$ cat src/rtl/decode_stage_nw_pkg.sv
// riscv_core: shared types for the decode slice.
//   alu_ctl_t  - ALU operation selector (ALUCTL_*), ALUCTL_ADD encodes as 0
//   pred_t     - branch predictor direction
//   dec_t      - one decoded lane, carries its own valid bit
//   DEC_RESET  - reset value of dec_t (all zero, ALUCTL_ADD)
// Also provides a default for the ADDR_WIDTH macro so the PC width has a
// value when the build does not define one.
`ifndef ADDR_WIDTH
`define ADDR_WIDTH 32
`endif

package riscv_core;

  typedef enum logic [3:0] {
    ALUCTL_ADD  = 4'd0,
    ALUCTL_SUB  = 4'd1,
    ALUCTL_SLL  = 4'd2,
    ALUCTL_SLT  = 4'd3,
    ALUCTL_SLTU = 4'd4,
    ALUCTL_XOR  = 4'd5,
    ALUCTL_SRL  = 4'd6,
    ALUCTL_SRA  = 4'd7,
    ALUCTL_OR   = 4'd8,
    ALUCTL_AND  = 4'd9,
    ALUCTL_LUI  = 4'd10
  } alu_ctl_t;

  typedef enum logic {
    PRED_NOT_TAKEN = 1'b0,
    PRED_TAKEN     = 1'b1
  } pred_t;

  localparam logic [6:0] OPC_LOAD   = 7'b0000011;
  localparam logic [6:0] OPC_OP_IMM = 7'b0010011;
  localparam logic [6:0] OPC_AUIPC  = 7'b0010111;
  localparam logic [6:0] OPC_STORE  = 7'b0100011;
  localparam logic [6:0] OPC_OP     = 7'b0110011;
  localparam logic [6:0] OPC_LUI    = 7'b0110111;
  localparam logic [6:0] OPC_BRANCH = 7'b1100011;
  localparam logic [6:0] OPC_JALR   = 7'b1100111;
  localparam logic [6:0] OPC_JAL    = 7'b1101111;

  typedef struct packed {
    logic        valid;
    logic [4:0]  rd;
    logic [4:0]  rs1;
    logic [4:0]  rs2;
    logic [31:0] imm;
    alu_ctl_t    alu_operation;
    logic        uses_imm;
    logic        reg_write;
    logic        is_branch;
    logic        is_jump;
    logic        is_load;
    logic        is_store;
    logic        illegal;
  } dec_t;

  localparam dec_t DEC_RESET = '{
    valid: 1'b0, rd: 5'd0, rs1: 5'd0, rs2: 5'd0, imm: 32'd0,
    alu_operation: ALUCTL_ADD, uses_imm: 1'b0, reg_write: 1'b0,
    is_branch: 1'b0, is_jump: 1'b0, is_load: 1'b0, is_store: 1'b0,
    illegal: 1'b0
  };

  // alt selects SUB/SRA (instr[30]); callers mask it where it has no meaning.
  function automatic alu_ctl_t alu_from_funct3(input logic [2:0] f3, input logic alt);
    alu_ctl_t op;
    case (f3)
      3'b000:  op = alt ? ALUCTL_SUB : ALUCTL_ADD;
      3'b001:  op = ALUCTL_SLL;
      3'b010:  op = ALUCTL_SLT;
      3'b011:  op = ALUCTL_SLTU;
      3'b100:  op = ALUCTL_XOR;
      3'b101:  op = alt ? ALUCTL_SRA : ALUCTL_SRL;
      3'b110:  op = ALUCTL_OR;
      default: op = ALUCTL_AND;
    endcase
    return op;
  endfunction

endpackage

$ cat src/rtl/decode_stage_nw_redirect_select.sv
// redirect_select: priority encoder over per-lane inconsistency flags.
// Lane 0 is the oldest and wins.
// Ports:
//   incons - per-lane inconsistency (already masked by lane valid)
//   found  - at least one lane is inconsistent
//   k      - index of the oldest inconsistent lane (0 when none)
//   kill   - lanes younger than k (all zero when none)
module redirect_select #(
  parameter int WIDTH  = 2,
  parameter int LANE_W = 1
) (
  input  logic [WIDTH-1:0]  incons,
  output logic              found,
  output logic [LANE_W-1:0] k,
  output logic [WIDTH-1:0]  kill
);

  always_comb begin
    found = 1'b0;
    k     = '0;
    kill  = '0;
    for (int i = 0; i < WIDTH; i++) begin
      if (found) begin
        kill[i] = 1'b1;
      end else if (incons[i]) begin
        found = 1'b1;
        k     = LANE_W'(i);
      end
    end
  end

endmodule

$ cat src/rtl/decoder.sv
// decoder: combinational RV32I decode of one lane plus a front-end
// consistency check against what the predictor told fetch.
// Ports:
//   valid          - lane carries an instruction
//   instr, pc      - raw instruction and its PC
//   guesses_branch - predictor flagged this lane as a branch
//   prediction     - predicted direction
//   dec            - decoded lane (dec.valid = valid)
//   inconsistent   - fetch followed the wrong path after this lane
//   new_pc         - correct next PC when inconsistent
module decoder
  import riscv_core::*;
#(
  parameter int ADDR_WIDTH = 32
) (
  input  logic                  valid,
  input  logic [31:0]           instr,
  input  logic [ADDR_WIDTH-1:0] pc,
  input  logic                  guesses_branch,
  input  pred_t                 prediction,
  output dec_t                  dec,
  output logic                  inconsistent,
  output logic [ADDR_WIDTH-1:0] new_pc
);

  logic [6:0]  opcode;
  logic [2:0]  f3;
  logic [31:0] i_imm, s_imm, b_imm, u_imm, j_imm;
  logic        is_jal, is_control, pred_taken;

  assign opcode = instr[6:0];
  assign f3     = instr[14:12];
  assign i_imm  = {{20{instr[31]}}, instr[31:20]};
  assign s_imm  = {{20{instr[31]}}, instr[31:25], instr[11:7]};
  assign b_imm  = {{19{instr[31]}}, instr[31], instr[7], instr[30:25], instr[11:8], 1'b0};
  assign u_imm  = {instr[31:12], 12'b0};
  assign j_imm  = {{11{instr[31]}}, instr[31], instr[19:12], instr[20], instr[30:21], 1'b0};

  always_comb begin
    dec       = DEC_RESET;
    dec.valid = valid;
    dec.rs1   = instr[19:15];
    dec.rs2   = instr[24:20];
    case (opcode)
      OPC_OP_IMM: begin
        dec.imm = i_imm; dec.uses_imm = 1'b1; dec.reg_write = 1'b1;
        dec.alu_operation = alu_from_funct3(f3, (f3 == 3'b101) & instr[30]);
      end
      OPC_OP: begin
        dec.reg_write = 1'b1;
        dec.alu_operation = alu_from_funct3(f3, instr[30]);
      end
      OPC_LUI: begin
        dec.imm = u_imm; dec.uses_imm = 1'b1; dec.reg_write = 1'b1;
        dec.alu_operation = ALUCTL_LUI;
      end
      OPC_AUIPC: begin
        dec.imm = u_imm; dec.uses_imm = 1'b1; dec.reg_write = 1'b1;
      end
      OPC_JAL: begin
        dec.imm = j_imm; dec.is_jump = 1'b1; dec.reg_write = 1'b1;
      end
      OPC_JALR: begin
        dec.imm = i_imm; dec.is_jump = 1'b1; dec.reg_write = 1'b1; dec.uses_imm = 1'b1;
      end
      OPC_BRANCH: begin
        dec.imm = b_imm; dec.is_branch = 1'b1; dec.alu_operation = ALUCTL_SUB;
      end
      OPC_LOAD: begin
        dec.imm = i_imm; dec.is_load = 1'b1; dec.reg_write = 1'b1; dec.uses_imm = 1'b1;
      end
      OPC_STORE: begin
        dec.imm = s_imm; dec.is_store = 1'b1; dec.uses_imm = 1'b1;
      end
      default: dec.illegal = 1'b1;
    endcase
    if (dec.reg_write) dec.rd = instr[11:7];
  end

  // Only what decode can prove is checked: a JAL is always taken to a known
  // target, and a non-control lane must never have been followed as taken.
  // Conditional branches and JALR are resolved later in the pipeline.
  assign is_jal     = (opcode == OPC_JAL);
  assign is_control = is_jal | (opcode == OPC_JALR) | (opcode == OPC_BRANCH);
  assign pred_taken = guesses_branch & (prediction == PRED_TAKEN);

  assign inconsistent = valid & ((is_jal & ~pred_taken) | (~is_control & pred_taken));
  assign new_pc       = is_jal ? (pc + ADDR_WIDTH'($signed(j_imm))) : (pc + ADDR_WIDTH'(4));

endmodule

$ cat src/rtl/decode_stage_nw.sv
// decode_stage_nw: N-lane decode stage between fetch and rename/dispatch.
// Decodes a WIDTH-lane fetch bundle, kills lanes younger than the oldest
// front-end mispredict, raises one redirect to fetch, and holds decoded
// bundles in an output register backed by a one-entry skid register.
//
// Handshake: a transfer happens on a clock edge where valid & ready are both
// high. in_ready depends only on the skid register, never on out_ready, so
// the upstream ready path is registered. out_valid never drops without a
// transfer except on reset/flush.
//
// Ports:
//   clk, reset (sync, active-high), flush (sync)
//   in_valid/in_ready, in_lane_valid, in_instr, in_pc, in_guesses_branch,
//   in_prediction                     - fetch bundle
//   out_valid/out_ready, out_dec      - decoded bundle
//   fb_valid, fb_pc, fb_lane          - redirect to fetch (combinational)
//   perf_instr, perf_redirect         - only with DECODE_PERF_CNT_EN
// Build option: DECODE_PERF_CNT_EN adds saturating 32-bit counters of lanes
// stored and of redirects issued.
`ifndef ADDR_WIDTH
`define ADDR_WIDTH 32
`endif

module decode_stage_nw
  import riscv_core::*;
#(
  parameter int WIDTH      = 2,
  parameter int ADDR_WIDTH = `ADDR_WIDTH,
  localparam int LANE_W    = (WIDTH > 1) ? $clog2(WIDTH) : 1
) (
  input  logic                             clk,
  input  logic                             reset,
  input  logic                             flush,
  input  logic                             in_valid,
  input  logic [WIDTH-1:0]                 in_lane_valid,
  input  logic [WIDTH-1:0][31:0]           in_instr,
  input  logic [WIDTH-1:0][ADDR_WIDTH-1:0] in_pc,
  input  logic [WIDTH-1:0]                 in_guesses_branch,
  input  pred_t [WIDTH-1:0]                in_prediction,
  output logic                             in_ready,
  output logic                             out_valid,
  input  logic                             out_ready,
  output dec_t [WIDTH-1:0]                 out_dec,
  output logic                             fb_valid,
  output logic [ADDR_WIDTH-1:0]            fb_pc,
  output logic [LANE_W-1:0]                fb_lane
`ifdef DECODE_PERF_CNT_EN
  ,
  output logic [31:0]                      perf_instr,
  output logic [31:0]                      perf_redirect
`endif
);

  dec_t [WIDTH-1:0]                 lane_dec;
  dec_t [WIDTH-1:0]                 dec_in;
  dec_t [WIDTH-1:0]                 sk_dec;
  logic [WIDTH-1:0]                 lane_incons;
  logic [WIDTH-1:0][ADDR_WIDTH-1:0] lane_new_pc;
  logic [WIDTH-1:0]                 kill;
  logic [LANE_W-1:0]                k;
  logic                             found;
  logic                             sk_full;
  logic                             accept, clear, store, any_valid;

  for (genvar i = 0; i < WIDTH; i++) begin : g_lane
    decoder #(.ADDR_WIDTH(ADDR_WIDTH)) u_decoder (
      .valid          (in_lane_valid[i]),
      .instr          (in_instr[i]),
      .pc             (in_pc[i]),
      .guesses_branch (in_guesses_branch[i]),
      .prediction     (in_prediction[i]),
      .dec            (lane_dec[i]),
      .inconsistent   (lane_incons[i]),
      .new_pc         (lane_new_pc[i])
    );
  end

  redirect_select #(.WIDTH(WIDTH), .LANE_W(LANE_W)) u_redirect_select (
    .incons (lane_incons),
    .found  (found),
    .k      (k),
    .kill   (kill)
  );

  assign in_ready = ~sk_full;
  assign accept   = in_valid & in_ready;
  assign clear    = reset | flush;

  always_comb begin
    dec_in    = lane_dec;
    any_valid = 1'b0;
    for (int i = 0; i < WIDTH; i++) begin
      dec_in[i].valid = lane_dec[i].valid & ~kill[i];
      any_valid       = any_valid | dec_in[i].valid;
    end
  end

  // A bundle with no surviving lane is consumed but never stored.
  assign store = accept & any_valid & ~clear;

  // Redirect fields are held at zero whenever no redirect is issued, so
  // fetch never sees a stale target.
  assign fb_valid = accept & found & ~clear;
  assign fb_pc    = fb_valid ? lane_new_pc[k] : '0;
  assign fb_lane  = fb_valid ? k : '0;

  always_ff @(posedge clk) begin
    if (clear) begin
      out_valid <= 1'b0;
      sk_full   <= 1'b0;
      for (int i = 0; i < WIDTH; i++) begin
        out_dec[i] <= DEC_RESET;
        sk_dec[i]  <= DEC_RESET;
      end
    end else if (~out_valid | out_ready) begin
      // Output register is free this cycle; the skid entry is older than
      // anything on the input, and in_ready is low while it is full.
      if (sk_full) begin
        out_valid <= 1'b1;
        out_dec   <= sk_dec;
        sk_full   <= 1'b0;
      end else begin
        out_valid <= store;
        if (store) out_dec <= dec_in;
      end
    end else if (store) begin
      sk_dec  <= dec_in;
      sk_full <= 1'b1;
    end
  end

`ifdef DECODE_PERF_CNT_EN
  logic [3:0]  store_cnt;
  logic [32:0] instr_sum;

  always_comb begin
    store_cnt = '0;
    for (int i = 0; i < WIDTH; i++) store_cnt = store_cnt + 4'(dec_in[i].valid);
  end

  assign instr_sum = {1'b0, perf_instr} + 33'(store_cnt);

  always_ff @(posedge clk) begin
    if (reset) begin
      perf_instr    <= '0;
      perf_redirect <= '0;
    end else begin
      if (store) perf_instr <= instr_sum[32] ? 32'hFFFF_FFFF : instr_sum[31:0];
      if (fb_valid && (perf_redirect != 32'hFFFF_FFFF)) perf_redirect <= perf_redirect + 32'd1;
    end
  end
`endif

endmodule

$ cat config.mk
export PLATFORM = sky130hd
export DESIGN_NAME = decode_stage_nw
export DESIGN_NICKNAME = d
export VERILOG_FILES = /design/src/rtl/decode_stage_nw_pkg.sv /design/src/rtl/decode_stage_nw_redirect_select.sv /design/src/rtl/decoder.sv /design/src/rtl/decode_stage_nw.sv
export SDC_FILE = /design/constraint.sdc
export NUM_CORES = 1
export LEC_CHECK = 0
export BUFFER_PORTS_ARGS = -buffer_cell sky130_fd_sc_hd__buf_4
export CORE_MARGIN = 10
export CORE_UTILIZATION = 50
export DETAILED_ROUTE_END_ITERATION = 16
export GPL_TIMING_DRIVEN = 0
export PLACE_DENSITY_LB_ADDON = 0.08
export SYNTH_ARGS = -nofsm -noshare
export SYNTH_HDL_FRONTEND = slang
export SYNTH_SLANG_ARGS = --single-unit
$ cat constraint.sdc
create_clock -name clk -period 5 [get_ports clk]
set_input_delay 0.5 -clock clk [delete_from_list [all_inputs] [get_ports clk]]
set_output_delay 0.5 -clock clk [all_outputs]
set_load 0.1 [all_outputs]
# [After elaboration in Yosys (flattened, before gate mapping)]
# Index checks and enable logic that the tools add are counted.
[word_totals] reg_bits=238 wordCells=187 in_bits=139
[classes] magnitude_cmp=1 bitwise_logic=34 add_sub_neg=4 n_mux=46 reduce_logical=18 n_eq_ne=30
[ops] cell="one-hot mux 32 bit (5 select lines)" count=2
[ops] cell="2-to-1 mux 118 bit" count=2
[ops] cell="2-to-1 mux 32 bit" count=5
[ops] cell="one-hot mux 4 bit (7 select lines)" count=4
[ops] cell="adder 32 x 3 -> 32 bit (second input constant)" count=2
[ops] cell="adder 32 bit" count=2
[ops] cell="equality test 7 x 6 -> 1 bit (second input constant)" count=6
[ops] cell="equality test 7 bit (second input constant)" count=6
[ops] cell="one-hot mux 4 bit (4 select lines)" count=2
[ops] cell="2-to-1 mux 1 bit" count=29
[ops] cell="equality test 7 x 5 -> 1 bit (second input constant)" count=4
[ops] cell="equality test 3 bit (second input constant)" count=6
[ops] cell="OR reduction 9 bit" count=2
[ops] cell="bitwise AND 1 bit" count=16
[ops] cell="equality test 7 x 2 -> 1 bit (second input constant)" count=2
[ops] cell="OR reduction 7 bit" count=2
[ops] cell="equality test 3 x 2 -> 1 bit (second input constant)" count=4
[ops] cell="OR reduction 6 bit" count=2
[ops] cell="2-to-1 mux 5 bit" count=2
[ops] cell="OR reduction 2 bit" count=5
[ops] cell="inverter 1 bit" count=9
[ops] cell="bitwise OR 1 bit" count=9
[ops] cell="equality test 3 x 1 -> 1 bit (second input constant)" count=2
[ops] cell="logical NOT 3 bit" count=2
[ops] cell="other kinds (4)" count=6

# [Longest topological paths before layout]
# Gate-level depths: netlist of run 1.
[logic_depth] depth_word=16 depth_mapped=13 mapped_depth_nobuf=12

# [Cells and area by module]
# Synthesis of run 1 repeated with hierarchy kept, for this count alone.
[unflattened] hier_cells=2153 hier_area_um2=16866.2
[modules_own_cells] mod="decode_stage_nw" cells_per_inst=1157 area_per_inst_um2=10311.1 instances=1
[modules_own_cells] mod="decoder (g_lane[1].u_decoder)" cells_per_inst=482 area_per_inst_um2=3261.9 instances=1
[modules_own_cells] mod="decoder (g_lane[0].u_decoder)" cells_per_inst=509 area_per_inst_um2=3259.4 instances=1
[modules_own_cells] mod="redirect_select" cells_per_inst=5 area_per_inst_um2=33.8 instances=1

# [Worst setup path before layout of run 1]
# No wires, ideal clock.
[synth_path] path_kind="input -> output" from="in in_instr[4] in the netlist's numbering" to="out fb_pc[25]" setup_slack_ns=-0.516 path_buffers=0 t_arrival_ns=5.016 cell_stages=6 t_required_ns=4.500 cell_sequence="nand4b_1 -> nor2_1 -> and3_1 -> o21ai_2 -> nand2b_1 -> o311ai_0"
[synth_between] elab_chain_len=12 elab_cells_between_ends=19
[synth_lines] element="from (decl)" line="decode_stage_nw.sv:36" text="input logic [WIDTH-1:0][31:0] in_instr,"
[synth_lines] element="equality test 7 bit (on tied branches)" line="decoder.sv:83, decoder.sv:84"
[synth_lines] element="bitwise OR 1 bit (2 in a row)" line="decoder.sv:84" text="assign is_control = is_jal | (opcode == OPC_JALR) | (opcode == OPC_BRANCH);"
[synth_lines] element="inverter 1 bit" line="decoder.sv:87" text="assign inconsistent = valid & ((is_jal & ~pred_taken) | (~is_control & pred_taken));"
[synth_lines] element="bitwise AND 1 bit" line="decoder.sv:87"
[synth_lines] element="bitwise OR 1 bit" line="decoder.sv:87"
[synth_lines] element="bitwise AND 1 bit" line="decoder.sv:87"
[synth_lines] element="2-to-1 mux 1 bit" line="decode_stage_nw_redirect_select.sv:25" text="end else if (incons[i]) begin"
[synth_lines] element="2-to-1 mux 1 bit" line="decode_stage_nw_redirect_select.sv:23" text="if (found) begin"
[synth_lines] element="2-to-1 mux 32 bit (implied by the code) / bitwise AND 1 bit (equally long branches) (2 in a row)" line="decode_stage_nw.sv:104, decode_stage_nw.sv:103"
[synth_lines] element="2-to-1 mux 32 bit (*)" line="decode_stage_nw.sv:104" text="assign fb_pc = fb_valid ? lane_new_pc[k] : '0;"
[synth_lines] element="to (decl)" line="decode_stage_nw.sv:45" text="output logic [ADDR_WIDTH-1:0] fb_pc,"
# Mark *: on every way between the ends. The rest lies on a longest branch, timed or not. The select of a mux whose other input is x is not followed.

# [Worst setup path after layout of run 1]
[layout_path] from="in in_instr[21] in the netlist's numbering" to="out fb_pc[23]"
[layout_between] elab_chain_len=5
[layout_lines] element="adder 32 bit" line="decoder.sv:88" text="assign new_pc = is_jal ? (pc + ADDR_WIDTH'($signed(j_imm))) : (pc + ADDR_WIDTH'(4));"
[layout_lines] element="2-to-1 mux 32 bit" line="decoder.sv:88"
[layout_lines] element="2-to-1 mux 32 bit (implied by the code) (2 in a row)" line="decode_stage_nw.sv:104"
[layout_lines] element="2-to-1 mux 32 bit" line="decode_stage_nw.sv:104"
# No other way between the ends. The select of a mux whose other input is x is not followed.

==> results of run 1 <==
layout make-up:
type,instances,area [um^2],area share
inverter,24,90.1,0.00481
sequential,238,4760,0.255
multi-input combinational,1690,9820,0.525
tap,390,488,0.0261
clock inverter,15,211,0.0113
clock buffer,25,593,0.0317
buffer,147,563,0.0301
timing repair buffer,291,2180,0.117
logic make-up (layout without fill, tap and decap cells):
| kind of cell | after synthesis | after routing | synth area share |
|---|---|---|---|
| XOR/XNOR | 104 | 104 | 0.0598 |
| buffers and inverters | 171 | 502 | 0.0429 |
| adder cells (fa/ha/maj) | 64 | 64 | 0.0536 |
| AO/OA/AOI/OAI | 675 | 675 | 0.275 |
| multiplexers | 31 | 31 | 0.0207 |
| AND/OR/NAND/NOR | 816 | 816 | 0.235 |
| flip-flops | 238 | 238 | 0.313 |
cell usage in the layout (no fill, tap or decap), types with 4 or more instances in the layout:
cell,synthesis,routed
dfxtp_1,238,238
nor2b_1,11,11
nor3_1,51,51
or4_1,4,4
clkbuf_1,133,134
xnor2_1,55,55
nand2_1,334,334
a211o_1,4,4
o21a_1,12,12
or3_1,5,5
a21oi_1,263,263
o211ai_1,20,20
a211oi_1,111,111
mux2i_1,30,30
o21ai_1,11,12
buf_1,9,9
nand4_1,22,22
ha_1,62,62
a31oi_1,10,10
inv_1,24,24
o21bai_1,12,12
and2_1,10,10
bufinv_16,0,5
a221oi_1,7,6
or2_2,6,6
and3_1,39,39
a22oi_1,11,11
buf_4,2,293
a32oi_1,5,5
xor2_1,49,49
a21o_1,37,37
clkbuf_16,0,23
nand2b_1,12,12
o21ai_0,115,114
and4_1,6,6
nor2_1,236,236
o31ai_1,4,4
o22ai_1,17,17
clkinv_2,0,6
nand3_1,63,63
power by group:
group	leakage, nW	internal (mW)	switching, mW
clock	0.390	1.12	0.776
sequential	1.92	1.91	0.00770
combinational	4.77	0.351	0.658
per-stage QoR:
| stage | instances | hold WS [ns] | utilization |
|---|---|---|---|
| 2_1_floorplan | 2099 | 0.432 | - |
| 3_3_place_gp | 2780 | 0.438 | 0.599 |
| 3_5_place_dp | 2780 | 0.443 | 0.599 |
| 4_1_cts | 2820 | 0.266 | 0.626 |
| 5_1_grt | 2820 | 0.288 | 0.626 |
| 6_report | 2820 | 0.274 | 0.626 |
worst max-delay path: stages:
cell and delay [ns]:
buf_4 0.17, ha_1 0.26, fa_1 0.43, a211o_1 0.33
a21oi_1 0.32, o221ai_2 0.20, o21ai_1 0.27, a21oi_1 0.15
a21oi_1 0.30, o21ai_0 0.14, xor2_1 0.28, nand2_1 0.09
a31oi_1 0.17, buf_4 0.33
path summary, 6_finish.rpt:
check / from / end / slack, ns / cells past startpoint
hold reg to reg: sk_dec[114]$_SDFFE_PP0P_ / sk_dec[114]$_SDFFE_PP0P_ / 0.45 / 2
hold / removal: in_instr[9] / sk_dec[55]$_SDFFE_PP0P_ / 0.27 / 3
setup reg to reg: sk_full$_SDFFE_PP0P_ / sk_dec[1]$_SDFFE_PP0P_ / 1.93 / 8
setup / recovery: in_instr[21] / fb_pc[23] / 0.56 / 14
per-layer routing:
metal  wire (um)  track usage
met1       25400        0.381
met2       28700        0.502
met3        5940       0.0712
met4        2640        0.130
met5           0            0
sequential cells by signal (all words and copies together) (netlist names):
signal     count
out_dec      118
out_valid      1
sk_dec       118
sk_full        1
==> impl_metrics.toml, run 1 <==
[outcome]
status = "finished clean"

[die]
fp-row-count = 63
num_io_pins = 293
floorplan.die_area_um2 = 37800
floorplan_die_width_um = 194
initial_core_util = 0.510
design.core.area_um2 = 29900
die_height_um = 194

[synth]
synth-edff-count = 0
synthCells = 2099
synth.ff_latch_count = 238
synth.avg_cell_area_um2 = 7.25
synth-seq-area-share = 0.313
synthDominantAreaCellType = "dfxtp_1"
synth_ff_type = "dfxtp_1"
area_share_of_the_largest_cell_type_after_synthesis = 0.313
yosysWarnings = 0
async_reset_ff_frac = 0
distinct_cells_synth = 76
post_synth_most_frequent_cells = "nand2_1, a21oi_1, dfxtp_1"
syn_nets = 2302
ys_top_cells_by_area = "dfxtp_1, a21oi_1, nand2_1, nor2_1, a211oi_1"
synth.most_common_cell = "nand2_1"
synthesis.area_um2 = 15200

[cells_and_area]
finalInstanceArea_um2 = 18700
finalNetCount = 2618
final_layout_size_suffix_gt1_frac = 0.148
insertedDiodeCount = 0
synthesis_to_finish_area_growth_pct = 22.9
fill_count = 2759

[timing]
setup-tns-final_ns = 0
tightestPinTransition_ns = 1.20
grt_setup_unrepaired = "false"
finalMaxSlewViolations = 0
slew_headroom = 0.194
finalHoldViolations = 0
postLayoutSetupSlackWorst_ns = 0.559
fin_crit_sh = 0.888
final.min_clock_period_ns = 4.44
fmax_ghz = 0.225
clock-skew-final_ns = 0.00752
setup_viol = 0

[setup_path]
worstSetupStartpointType = "primary input"
cp_data_arrival_time_ns = 3.94
path_max_fanout = 5
critical_path_class = "in -> out"
required_ns = 4.50
worst_setup_path_end_kind = "output port"

[drt]
drc_errors = 0
detailroute.via_count = 17100
route.detailed.vias_per_inst = 6.06
drt.antenna.violating_nets = 0
firstDrtPassIters = 6
route.final.wire_length_um = 62700
wire_per_inst_um = 22.2
drt-initial-drc-count = 1867

[cts]
tritoncts_num_sinks = 238
postCtsSetupBuffers = 0
htreeDepth = 1
cts_tree = "done"
cts_hold_buffers = 0
clk_transition_reported_paths_ns = 0.07
cts_buffer_depth = 3
cts.repair.resized = 0
cts_root_buf = "clkbuf_16"
clock_insertion_delay_at_the_later_pin_of_the_skew_report_ns = 0.52
cts_buffers = 23

[grt]
number_of_global_route_vias_before_repair = 16300
grt_first_pass_wirelength_um = 94300
grt_antenna_before_repair = 0
global_route.overflow_total = 0
global_route.usage.total = 0.308
grt_start_max_net_pins = 17

[place]
gpl.final_weighted_congestion = 0.977
placement.io_buffers = 291
hpwl_um = 49800
dpl-instance-area_um2 = 17900
post-place-ws_ns = 0.587

[flow_run]
maxCapViolations = 0

[power]
worst_ir_drop_on_vdd_v = 0.000285
p_leak_nw = 7.08
fin_total_pwr_mw = 4.82
power.density_nw_per_um2 = 257

[worst_hold_path]
hold_path.class = "in -> reg"
No activity file was read; power rests on OpenSTA's default activity.
==> inputs of run 2 (changes only) <==
- clock period: 5 -> 5.3 ns (I/O delays scaled with it)
==> run 2 against run 1 <==
  * Total power is 9.4% lower
  * Sequential cell count did not move
  * First-iteration DRC count fell by 5.8%
  * Sequential power down 5%
  * Via count about the same
  * Final cell count hardly changed
==> impl_metrics.toml, run 2 (synthesis gave the netlist of run 1 again) <==
[cts]
clk_transition_reported_paths_ns = 0.06
cts_buffer_depth = 3
cts.repair.resized = 0
cts_hold_buffers = 0
cts_root_buf = "clkbuf_16"
postCtsSetupBuffers = 0
cts_tree = "done"
tritoncts_num_sinks = 238
htreeDepth = 1
clock_insertion_delay_at_the_later_pin_of_the_skew_report_ns = 0.52
cts_buffers = 22

[drt]
route.detailed.vias_per_inst = 6.06
firstDrtPassIters = 9
wire_per_inst_um = 22.3
drt-initial-drc-count = 1759
detailroute.via_count = 17100
route.final.wire_length_um = 62900
drt.antenna.violating_nets = 0
drc_errors = 0

[timing]
fin_crit_sh = 0.867
final.min_clock_period_ns = 4.59
finalHoldViolations = 0
slew_headroom = 0.244
clock-skew-final_ns = 0.0122
fmax_ghz = 0.218
tightestPinTransition_ns = 1.13
grt_setup_unrepaired = "false"
setup_viol = 0
postLayoutSetupSlackWorst_ns = 0.705
finalMaxSlewViolations = 0
setup-tns-final_ns = 0

[setup_path]
worstReg2RegStart = "sk_full$_SDFFE_PP0P_"
required_ns = 4.77
total_buffers_and_inverters_traversed_by_the_critical_path = 2
worst_setup_path_end_kind = "output port"
worstSetupStartpointType = "primary input"
crit_family = "compound AO/OA/AOI/OAI gates"
path_max_fanout = 5
setup.worst_path.start = "in_instr[21]"
critical_path_class = "in -> out"
cp_cell_sequence = "buf_4, ha_1, fa_1, a211o_1, a21oi_1, o221ai_2, o41ai_1, o21ai_0, nand4_1, a31oi_1, xor2_1, a21oi_1, o22ai_1, buf_4"
cp_data_arrival_time_ns = 4.06
cpPeakStageDelay_ns = 0.43
slowest_stage = "fa_1"

[cells_and_area]
final_common_cell = "nand2_1"
synthesis_to_finish_area_growth_pct = 22.3
finalInstanceArea_um2 = 18600
most-common-layout-cells = "nand2_1, buf_4, a21oi_1"
final_layout_size_suffix_gt1_frac = 0.147
insertedDiodeCount = 0
finalNetCount = 2617
reg_top3 = "out_dec: 118 flops, sk_dec: 118 flops"

[place]
placement.io_buffers = 291
post-place-ws_ns = 0.791
hpwl_um = 49800
dpl-instance-area_um2 = 17900
gpl.final_weighted_congestion = 0.973

[die]
die_height_um = 194
num_io_pins = 293
floorplan_die_width_um = 194
design.core.area_um2 = 29900
fp-row-count = 63
initial_core_util = 0.510
floorplan.die_area_um2 = 37800

[grt]
grt_antenna_before_repair = 1
globalRouteMet1Util = 0.385
number_of_global_route_vias_before_repair = 16600
global_routing_met2_resource_utilization = 0.507
met3_usage = 0.0685
top_usage_layer = "met2"
grt_start_max_net_pins = 17
global_route.usage.total = 0.312
global_route.overflow_total = 0
grt_first_pass_wirelength_um = 95400

[power]
worst_ir_drop_on_vdd_v = 0.000195
power.density_nw_per_um2 = 234
p_leak_nw = 7.04

[worst_hold_path]
hold_path.class = "in -> reg"
hp-start = "in_lane_valid[0]"

[flow_run]
maxCapViolations = 0

[outcome]
status = "finished clean"
[run 2: metal layers]
metal	part of all wire	vias up
li1	-	8108
met1	0.40	7960
met2	0.46	868
met3	0.098	154
met4	0.048	2
met5	0.00011	-
[run 2: layout make-up]
| type | instances | area (um^2) |
|---|---|---|
| Fill cell | 2771 | 11300 |
| Multi-Input combinational cell | 1690 | 9820 |
| Sequential cell | 238 | 4760 |
| Timing Repair Buffer | 291 | 2180 |
| Clock buffer | 30 | 632 |
| Buffer | 147 | 563 |
| Tap cell | 390 | 488 |
| Inverter | 24 | 90.1 |
| Clock inverter | 9 | 82.6 |
[run 2: worst paths after layout]
check                                   to  slack (ns)  cells past startpoint
hold / removal     sk_dec[58]$_SDFFE_PP0P_        0.30                      3
setup reg to reg    sk_dec[6]$_SDFFE_PP0P_        2.32                      8
setup / recovery                 fb_pc[29]        0.71                     14
hold reg to reg   out_dec[11]$_SDFFE_PP0P_        0.45                      2
[run 2: worst reg2reg max path, delay by kind of cell, from the launching register on]
family	cells	cell delay [ns]
buffers and inverters	4	1.69
AND/OR/NAND/NOR	3	0.75
flip-flops	1	0.32
AO/OA/AOI/OAI	1	0.15
[run 2: through the flow]
step	utilization	instances	hold WS [ns]	power [mW]
2_1_floorplan	-	2099	0.432	2.43
3_3_place_gp	0.599	2780	0.437	2.78
3_5_place_dp	0.599	2780	0.445	2.78
4_1_cts	0.623	2819	0.294	4.34
5_1_grt	0.623	2819	0.306	4.50
6_report	0.623	2819	0.297	4.36
[run 2: where the power goes]
| part | total, mW | internal [mW] | switching (mW) | leakage (nW) |
|---|---|---|---|---|
| clock network | 1.60 | 0.889 | 0.708 | 0.348 |
| registers | 1.81 | 1.80 | 0.00737 | 1.92 |
| logic | 0.959 | 0.331 | 0.627 | 4.77 |
